## config.mk

```make
export PLATFORM = sky130hd
export DESIGN_NAME = reorder_buffer
export DESIGN_NICKNAME = d
export VERILOG_FILES = /design/src/rtl/reorder_buffer.sv
export SDC_FILE = /design/constraint.sdc
export NUM_CORES = 1
export LEC_CHECK = 0
export BUFFER_PORTS_ARGS = -buffer_cell sky130_fd_sc_hd__clkbuf_2
export CAP_MARGIN = 20
export CORE_MARGIN = 2
export CORE_UTILIZATION = 27
export CTS_CLUSTER_SIZE = 14
export DETAILED_ROUTE_END_ITERATION = 6
export SETUP_SLACK_MARGIN = 0.15
export SLEW_MARGIN = 10
export SYNTH_ARGS = -nofsm -noshare
export SYNTH_HDL_FRONTEND = slang
export SYNTH_SLANG_ARGS = --single-unit
```

## constraint.sdc

```tcl
create_clock -name clk1 -period 4.3 [get_ports clk1]
set_clock_uncertainty 0.05 [all_clocks]
set_input_delay 0.645 -clock clk1 [delete_from_list [all_inputs] [get_ports clk1]]
set_output_delay 0.645 -clock clk1 [all_outputs]
set_load 0.005 [all_outputs]
```

## src/rtl/reorder_buffer.sv

```systemverilog
// In-order retirement buffer: allocate at tail, out-of-order CDB writeback, commit from head.
// Optional mispredict squash port enabled with `define ROB_FLUSH_EN.
module reorder_buffer #(
    parameter int DEPTH = 8,
    parameter int DW    = 16,
    parameter int RW    = 4,
    parameter int TW    = $clog2(DEPTH)
) (
    input  logic          clk1,
    input  logic          rst,
`ifdef ROB_FLUSH_EN
    input  logic          flush,
`endif
    input  logic          alloc_valid,
    input  logic [RW-1:0] alloc_dest,
    output logic          alloc_ready,
    output logic [TW-1:0] alloc_tag,
    input  logic          wb_valid,
    input  logic [TW-1:0] wb_tag,
    input  logic [DW-1:0] wb_data,
    output logic          commit_valid,
    output logic [RW-1:0] commit_dest,
    output logic [DW-1:0] commit_data,
    input  logic          commit_ready,
    output logic [TW:0]   count,
    output logic          full,
    output logic          empty
);

    logic [DEPTH-1:0] busy_q, done_q;
    logic [RW-1:0]    dest_q [DEPTH];
    logic [DW-1:0]    data_q [DEPTH];
    logic [TW-1:0]    head_q, head_d, tail_q, tail_d;
    logic [TW:0]      count_q, count_d;
    logic             clear, do_alloc, do_wb, do_commit;

`ifdef ROB_FLUSH_EN
    assign clear = rst | flush;
`else
    assign clear = rst;
`endif

    // Readiness comes from registered count only, so a same-cycle commit never frees a full buffer.
    assign full        = (count_q == (TW+1)'(DEPTH));
    assign empty       = (count_q == '0);
    assign alloc_ready = ~full;
    assign alloc_tag   = tail_q;
    assign count       = count_q;

    assign do_alloc     = alloc_valid & alloc_ready;
    assign do_wb        = wb_valid & busy_q[wb_tag];
    assign commit_valid = busy_q[head_q] & done_q[head_q];
    assign commit_dest  = commit_valid ? dest_q[head_q] : '0;
    assign commit_data  = commit_valid ? data_q[head_q] : '0;
    assign do_commit    = commit_valid & commit_ready;

    always_comb begin
        head_d  = head_q;
        tail_d  = tail_q;
        count_d = count_q;
        if (do_commit) head_d = head_q + 1'b1;
        if (do_alloc)  tail_d = tail_q + 1'b1;
        case ({do_alloc, do_commit})
            2'b10:   count_d = count_q + 1'b1;
            2'b01:   count_d = count_q - 1'b1;
            default: count_d = count_q;
        endcase
    end

    always_ff @(posedge clk1) begin
        if (clear) begin
            head_q  <= '0;
            tail_q  <= '0;
            count_q <= '0;
            busy_q  <= '0;
            done_q  <= '0;
            for (int i = 0; i < DEPTH; i++) begin
                dest_q[i] <= '0;
                data_q[i] <= '0;
            end
        end else begin
            head_q  <= head_d;
            tail_q  <= tail_d;
            count_q <= count_d;
            if (do_alloc) begin
                busy_q[tail_q] <= 1'b1;
                done_q[tail_q] <= 1'b0;
                dest_q[tail_q] <= alloc_dest;
            end
            if (do_wb) begin
                done_q[wb_tag] <= 1'b1;
                data_q[wb_tag] <= wb_data;
            end
            // Commit clears last; the head is done, so it cannot also be the alloc slot.
            if (do_commit) begin
                busy_q[head_q] <= 1'b0;
                done_q[head_q] <= 1'b0;
            end
        end
    end

endmodule
```

==> results.sh <==
export IMPL_fin_crit_sh_pct=83.3
export IMPL_clkTransAtPathRegs_ns=0.08
export IMPL_rsz0062_at_grt="false"
export IMPL_synth_area_mm2=0.00904
export IMPL_nets=763
export IMPL_status="complete, no violations"
export IMPL_core_area_mm2=0.0328
export IMPL_syn_nets=709
export IMPL_path_buf_inv=4
export IMPL_hp_class="flop to flop"
export IMPL_cts_made_buffers=17
export IMPL_power_density_mw_per_mm2=363
export IMPL_synth_seq_area_share_pct=59.6
export IMPL_final_cell_mix="edfxtp_1 (160), and2_1 (96), nor2_1 (89)"
export IMPL_post_dp_hpwl_um=14600
export IMPL_synth_ff_type="edfxtp_1"
export IMPL_synthCells=676
export IMPL_mostFrequentLayoutCell="edfxtp_1"
export IMPL_grt_antenna_before_repair=4
export IMPL_grtUsageTotal_pct=12.5
export IMPL_cp_top_family="buffers and inverters"
export IMPL_cts_tree="yes"
export IMPL_grt_pass1_vias=5719
export IMPL_cts_setup_buffers=0
export IMPL_grt_max_degree=32
export IMPL_worstSetupEndpointType="output pin"
export IMPL_finalPower_mw=3.76
export IMPL_synth_edf_count=160
export IMPL_grt_pass1_wl_um=33300
export IMPL_async_reset_ff_share_pct=0
export IMPL_max_stage_delay_ns=0.69
export IMPL_die_area_mm2=0.0350
export IMPL_vias=5487
export IMPL_start_util_pct=27.6
export IMPL_fin_ws_ns=0.719
export IMPL_io_buffers=58
export IMPL_ioPinCount=59
export IMPL_drv_slew=0
export IMPL_insertion_delay_ns=0.44
export IMPL_cts_num_sinks=189
export IMPL_die_w_um=187
export IMPL_totalWireLength_um=21600
export IMPL_min_period_ns=3.58
export IMPL_cp_data_required_time_ns=3.61
export IMPL_cts_resized=0
export IMPL_postCtsHoldBufs=0
export IMPL_ant_nets=0
export IMPL_overflow=0
export IMPL_critPathKind="flop to output pin"
export IMPL_max_slew_margin_rel_pct=32.3
export IMPL_yosysWarnings=0
export IMPL_syn_to_final_growth_pct=14.8
export IMPL_dp_slack_ns=0.855
export IMPL_worst_pin_slew_ns=1.02
export IMPL_drcViolationCount=0
export IMPL_synth_cell_types=65
export IMPL_cp_start_kind="flop"
export IMPL_firstDrtPassIters=5
export IMPL_cts_max_path_buffers=2
export IMPL_max_freq_mhz=279
export IMPL_h_tree_depth=4
export IMPL_leakagePower_nw=3.56
export IMPL_final_util_pct=31.6
export IMPL_cts_root_buf="clkbuf_16"
export IMPL_drive_above_1_share_pct=24.6
export IMPL_vias_per_cell=4.61
export IMPL_first_iter_violations=469
export IMPL_gp_congestion=0.818
export IMPL_syn_mean_instance_area_um2=13.4
export IMPL_fp_row_count=66
export IMPL_setup_violations=0
export IMPL_avgRoutedWirePerCell_um=18.1
export IMPL_ys_seq_elements=189
export IMPL_worstPathCellList="mux2_1 -> a22o_1 -> a211oi_1 -> buf_4 -> or2_1 -> buf_4 -> inv_1 -> clkbuf_2"
export IMPL_finalHoldViolCount=0
export IMPL_critPathMaxFanout=22
export IMPL_tns_ns=0
export IMPL_ir_worst_vdd_v=0.000192
export IMPL_path_common_cell="buf_4"
export IMPL_crit_slowest_cell="dfxtp_1"
export IMPL_fin_worst_hold_slack_ns=0.479
export IMPL_die_y_um=187
export IMPL_cap_viol_max_count=0
export IMPL_cp_data_arrival_time_ns=2.89
cell families (layout without fill, tap and decap cells):
family / count (synthesis) / in the layout / share of synthesized area (%)
DFF: 189 / 189 / 59.6
muxes: 68 / 68 / 13.1
buffers and inverters: 56 / 123 / 3.32
xor gates and xnor gates: 4 / 4 / 0.388
and+or+nand+nor: 289 / 289 / 17.8
adders and majority gates: 5 / 5 / 0.692
other: 0 / 4 / 0
AOI/OAI and AO/OA: 65 / 65 / 5.14
stage by stage:
stage / instances / area, um2
4_1_cts: 1185 / 10400
3_5_place_dp: 1153 / 9810
6_report: 1189 / 10400
5_1_grt: 1188 / 10400
3_3_place_gp: 1153 / 9810
2_1_floorplan: 676 / 9040
synthesized netlist by cell type, types with 11 or more instances:
cell type    n  area, um2
a21oi_1     18       90.1
and2_1      96        601
buf_2       15       75.1
clkbuf_1    16       60.1
dfxtp_1     29        581
edfxtp_1   160       4800
inv_1       13       48.8
mux2i_1     26        260
mux4_2      40        901
nand2_1     33        124
nor2_1      89        334
nor2_4      12        135
nor3_1      11       55.1
o21ai_0     12       60.1
worst min-delay path, stage by stage (launching register included):
cell and delay, ns:
dfxtp_1 0.34, o21ai_0 0.08, a21oi_1 0.06
metal layers:
layer	track usage, %	wire length (um)
met1	14.9	9250
met2	22.1	11000
met3	2.25	742
met4	5.71	602
met5	0	0
where the power goes:
group | switching, mW | total (mW) | internal [mW] | leakage, nW
clock network | 0.738 | 1.50 | 0.760 | 0.264
registers | 0.0257 | 2.07 | 2.04 | 1.89
logic | 0.129 | 0.196 | 0.0669 | 1.40
layout make-up:
class | instances | area, um2
Sequential cell | 189 | 5390
Inverter | 13 | 48.8
Multi-Input combinational cell | 431 | 3380
Tap cell | 442 | 553
Antenna cell | 4 | 10.0
Fill cell | 3225 | 22400
Clock buffer | 17 | 425
Timing Repair Buffer | 78 | 440
Clock inverter | 15 | 133
sequential cells by signal, indices dropped and copies added, names as in the netlist, named ones only:
name       count
alloc_tag      3
busy_q         8
count          4
head_q         3
data_q       128
done_q         8
dest_q        32
worst paths after layout:
path / start / endpoint / slack (ns) / cells past startpoint
max reg2reg: head_q[1] / count[2] / 0.90 / 13
min reg2reg: count[3] / count[3] / 0.48 / 2
max: head_q[1] / commit_valid / 0.72 / 8
min: count[3] / count[3] / 0.48 / 2
Note: power is estimated with default switching activity, not from simulation.
